<file path="src/rtl/stereo_core_sequencer.sv">
// stereo_core_sequencer: time-shares one mono core between the left and right channels,
// issuing left then right and collecting results in order before presenting the stereo frame.
module stereo_core_sequencer #(
    parameter int audio_width = 32
) (
    input  logic                   clk,
    input  logic                   reset_n,
    input  logic                   i_valid,
    output logic                   i_ready,
    input  logic [audio_width-1:0] i_left,
    input  logic [audio_width-1:0] i_right,
    input  logic                   i_bypass,
    output logic                   c_valid,
    input  logic                   c_ready,
    output logic                   c_is_left,
    output logic [audio_width-1:0] c_audio,
    input  logic                   r_valid,
    output logic                   r_ready,
    input  logic [audio_width-1:0] r_audio,
    output logic                   o_valid,
    input  logic                   o_ready,
    output logic [audio_width-1:0] o_left,
    output logic [audio_width-1:0] o_right,
    output logic [15:0]            o_frames
);
    typedef enum logic [2:0] {IDLE, SEND_L, RECV_L, SEND_R, RECV_R, OUT} state_t;
    state_t state;
    logic [audio_width-1:0] left_q, right_q;
    // Handshake controls depend only on the state register, never on inputs
    assign i_ready   = state == IDLE;
    assign c_valid   = state == SEND_L || state == SEND_R;
    assign c_is_left = !(state == SEND_R || state == RECV_R);
    assign r_ready   = state == RECV_L || state == RECV_R;
    assign o_valid   = state == OUT;
    assign c_audio   = (state == SEND_L || state == RECV_L) ? left_q : right_q;
    always_ff @(posedge clk or negedge reset_n) begin
        if (!reset_n) begin
            state    <= IDLE;
            left_q   <= '0;
            right_q  <= '0;
            o_left   <= '0;
            o_right  <= '0;
            o_frames <= '0;
        end else begin
            case (state)
                IDLE: if (i_valid) begin
                    left_q  <= i_left;
                    right_q <= i_right;
                    if (i_bypass) begin
                        o_left  <= i_left;
                        o_right <= i_right;
                        state   <= OUT;
                    end else begin
                        state <= SEND_L;
                    end
                end
                SEND_L: if (c_ready) state <= RECV_L;
                RECV_L: if (r_valid) begin
                    o_left <= r_audio;
                    state  <= SEND_R;
                end
                SEND_R: if (c_ready) state <= RECV_R;
                RECV_R: if (r_valid) begin
                    o_right <= r_audio;
                    state   <= OUT;
                end
                OUT: if (o_ready) begin
                    o_frames <= o_frames + 16'd1;
                    state    <= IDLE;
                end
                default: state <= IDLE;
            endcase
        end
    end
endmodule
</file>
<file path="config.mk">
export PLATFORM = sky130hd
export DESIGN_NAME = stereo_core_sequencer
export DESIGN_NICKNAME = d
export VERILOG_FILES = /design/src/rtl/stereo_core_sequencer.sv
export SDC_FILE = /design/constraint.sdc
export NUM_CORES = 1
export LEC_CHECK = 0
export CORE_AREA = 2 2 145 147
export DETAILED_ROUTE_END_ITERATION = 10
export DIE_AREA = 0 0 147 149
export PLACE_DENSITY = 0.73
export SYNTH_ARGS = -nofsm -noshare
export SYNTH_HDL_FRONTEND = slang
export SYNTH_SLANG_ARGS = --single-unit
</file>
<file path="constraint.sdc">
create_clock -name clk -period 1.9 [get_ports clk]
set_input_delay 0.285 -clock clk [delete_from_list [all_inputs] [get_ports clk]]
set_output_delay 0.285 -clock clk [all_outputs]
set_load 0.02 [all_outputs]
</file>
# After elaboration in Yosys (flattened, before gate mapping)
# Index checks and enable logic that the tools add are counted.
# W data, S select, Z words.
# word_totals
reg_bits	147
in_bits	103
# op_classes
n_reduce_logical	13
n_mux	16
add_sub_neg	1
eq_ne	12
# ops
op	n
$mux W32	6
$pmux W32 S2	2
$mux W3	7
$pmux W3 S6	1
$add A16 B1 Y16 const B	1
$ne A2 B2 Y1 const B	5
$reduce_and A4 Y1	2
$eq A3 B2 Y1 const B	2
$eq A3 B3 Y1 const B	2
$reduce_and A6 Y1	1
$logic_or A1 B1 Y1	4
$ne A2 B1 Y1 const B	2
$reduce_and A2 Y1	2
$reduce_bool A2 Y1	2
$eq A3 B1 Y1 const B	1
$logic_not A3 Y1	1
$logic_not A1 Y1	1

# Logic depth before layout (Yosys ltp)
# logic_depth
ltp_word	3
depth_mapped	7
depth_no_buf	5

# Worst setup path before layout
# No wires, ideal clock.
# synth_timing
path_type	register -> output
startpoint	register state[1]
endpoint	output c_audio[10]
setup_slack_ns	0.101
arrival_time_ns	1.514
path_buffers	2
stages_incl_launch_ff	6
path_cell_list	dfrtp_1 > buf_6 > xnor2_1 > nor2_1 > buf_4 > mux2_2
# synth_via
elab_chain_len	3
word_cells_on_any_way	4
classes_between	eq/ne: 2; mux: 1; reduce/logical: 1
# synth_lines
element	line_no	rtl
from (decl)	27	state_t state;
from (signal assigned)	38	state <= IDLE;
from (signal assigned)	52	state <= OUT;
from (signal assigned)	54	state <= SEND_L;
$eq A3 B1 Y1 or $eq A3 B2 Y1 (tied branches)	35	assign c_audio = (state == SEND_L || state == RECV_L) ? left_q : right_q;
$logic_or A1 B1 Y1 (*)	35	
$mux W32 (*)	35	
to (decl)	16	output logic [audio_width-1:0] c_audio,
# Every way passes the cells marked *; elsewhere a longest branch is shown, timed or not.

# Worst setup path in the final report
# layout_timing
startpoint	register state[0]
endpoint	output c_audio[10]
# Same word-level chain as after synthesis.

==> results.cfg <==
[power]
clock_power_share = 0.180
power_frac_seq = 0.270
combPwrFrac = 0.550
power_switching_uw = 7479
fin_total_pwr_uw = 20140
intPower_uw = 12660
power.leakage_uw = 0.004347
power.density_mw_per_mm2 = 1927
power_switching_share = 0.3713
peakVddDrop_v = 0.001021

[finish]
area_growth_pct = 49.89
fin_util = 0.5085
finalNetCount = 900
mostFrequentLayoutCell = clkdlybuf4s50_1
most-common-layout-cells = clkdlybuf4s50_1 (181), dfrtp_1 (147), nor2_1 (71)
antenna_cells = 0
fin_area_mm2 = 0.01045
drive_above_1_share = 0.3053

[worst_setup_path]
cp_slowest_stage_delay_ps = 410
cpLargestDelayFamily = buffers and inverters
cp_num_buf_inv = 3
worstSetupEndpointType = output pin
cp_max_fo = 5
critical_path_required_ps = 1620
worst_setup_path_start_kind = register
worstSetupPathType = register to output pin
crit_chain = xnor2_2 -> nor2_4 -> buf_8 -> clkbuf_16 -> mux2_4 -> buf_6
slowest_stage = dfrtp_1
ff2ff_path_depth = 5
crit_cells = 6
crit_arrival_ps = 1950

[clock_tree]
cts.sinks = 147
cts-root-buf = clkbuf_16
clock_path_buffers = 2
cts_tree = built
clock_latency_ps = 410
cts_max_level = 4
clkTransAtPathRegs_ps = 60
cts_buffers = 17

[floorplanning]
die_w_um = 147
placeableCoreArea_mm2 = 0.02056
initial_core_util = 0.3393
fp.dieH_um = 149
io_pins = 220
rows = 53
dieArea_mm2 = 0.02190

[grt]
grt_max_degree = 46
grt_pass1_vias = 5194
track_usage = 0.1744
grt_first_pass_wirelength_mm = 29.56
grt_overflow = 0
antenna_found_initial = 0

[detailed_routing]
viasPerCell = 4.662
vias = 5054
wire_per_inst_um = 17.78
antenna_left = 0
drc = 0
drt_wl_total_mm = 19.27
drtPass1Iterations = 4
drtIter0Drc = 176

[timing]
fin_ws_ps = -330.8
worstMarginPinSlew_ps = 442.9
timing.final.hold_violations = 0
holdWs_ps = 376.8
finClkSkew_ps = 6.669
fmax_mhz = 448.3
slew_viol_final = 0
rsz0062_at_grt = true
relSlewSlack = 0.7047
timing.final.crit_share = 1.174
finalCriticalPeriod_ps = 2231
setup_viol = 34

[yosys]
syn-instance-count = 549
synth_edf_count = 0
synth.ff_latch_count = 147
syn_area_per_cell_um2 = 12.70
synth_nets = 653
ys.flop_type = dfrtp_1
yosysWarnings = 0
ys_seq_area_frac = 0.5274
synth_cell_types = 41
async_flop_share = 1.000
synth_area_mm2 = 0.006974

[placed_design]
port_buffers = 219
dp_hpwl_mm = 13.26
finalWeightedCongestion = 0.7790
dp_slack_ps = -218.6
placed_cell_area_mm2 = 0.009593

[min_path]
holdCritPathClass = input pin to asynchronous set/reset pin

[run]
cap_violations = 0

[run_status]
violations = negative setup slack
status = finished with violations
-- stage by stage --
step	setup TNS, ps	cells
2_1_floorplan	0	549
3_3_place_gp	-5311	1043
3_5_place_dp	-5849	1043
4_1_cts	-9722	1076
5_1_grt	-12480	1084
6_report	-9712	1084
-- cell type report --
cell class              instances  area [um2]
clock buffers                  20       456.7
clock inverters                12       177.7
fillers                      1838       10100
inverters                       2       12.51
multi-input cells             366        3088
flip-flops and latches        147        3679
well taps                     275       344.1
repair buffers                262        2696
-- worst paths after layout --
path,from,to,slack (ps)
worst max-delay path,state[0],c_audio[10],-330
worst min-delay path,reset_n,right_q[9],380
worst max register to register,state[1],left_q[5],110
worst min register to register,o_frames[15],o_frames[15],480
max in group asynchronous,reset_n,right_q[27],910
min in group clk,o_frames[15],o_frames[15],480
-- Yosys cell counts, drive strengths merged, types with 2 or more instances --
cell type,instances,area (um2)
a21oi,67,444.2
nand2,14,52.55
nand4,5,31.28
inv,2,12.51
buf,33,300.3
dfrtp,147,3679
nor4,3,33.78
and3,4,25.02
nor3,4,31.28
xnor2,10,87.58
mux2,96,1119
nand3b,2,27.53
nand3,5,25.02
nor2,73,276.5
mux2i,64,640.6
xor2,7,61.31
-- state kept, by name (all words and copies together), names as in the netlist --
register	flops
o_frames	16
left_q	32
o_left	32
right_q	32
state	3
o_right	32
-- kinds of logic (layout without fill, tap and decap cells) --
| group | count (synthesis) | count (layout) | synth area share |
|---|---|---|---|
| xor+xnor | 17 | 17 | 0.02135 |
| compound gates | 72 | 72 | 0.07051 |
| flops | 147 | 147 | 0.5274 |
| fa+ha+maj | 1 | 1 | 0.001794 |
| simple gates | 116 | 116 | 0.08127 |
| buf+inv | 36 | 296 | 0.04539 |
| mux | 160 | 160 | 0.2522 |
-- timing repair --
item / CTS / global route
hold endpoints to repair: 40 / 0
gates resized for setup: 123 / 92
endpoints found under the setup margin: 37 / 51
hold buffers: 1 / 0
pin swaps: 0 / 2
cloned: 0 / 4
buffers inserted: 0 / 4
-- layer usage --
metal | up-vias | track usage | part of all wire | wire length, um
met2 | 145 | 0.2798 | 0.47 | 9131
met5 | - | 0 | 0 | 0
met3 | 20 | 0.04740 | 0.056 | 1083
li1 | 2429 | - | - | -
met1 | 2460 | 0.2305 | 0.45 | 8664
met4 | 0 | 0.05721 | 0.020 | 394
-- power by group through the flow --
stage	logic, uW	clock network (uW)	registers, uW
after floorplan	5270	0	6110
after global placement	10100	0	5450
after detailed placement	10200	0	5450
after CTS	9660	3730	5410
after global routing	11800	3870	5630
final	11100	3630	5440
No activity file was read; power rests on OpenSTA's default activity.
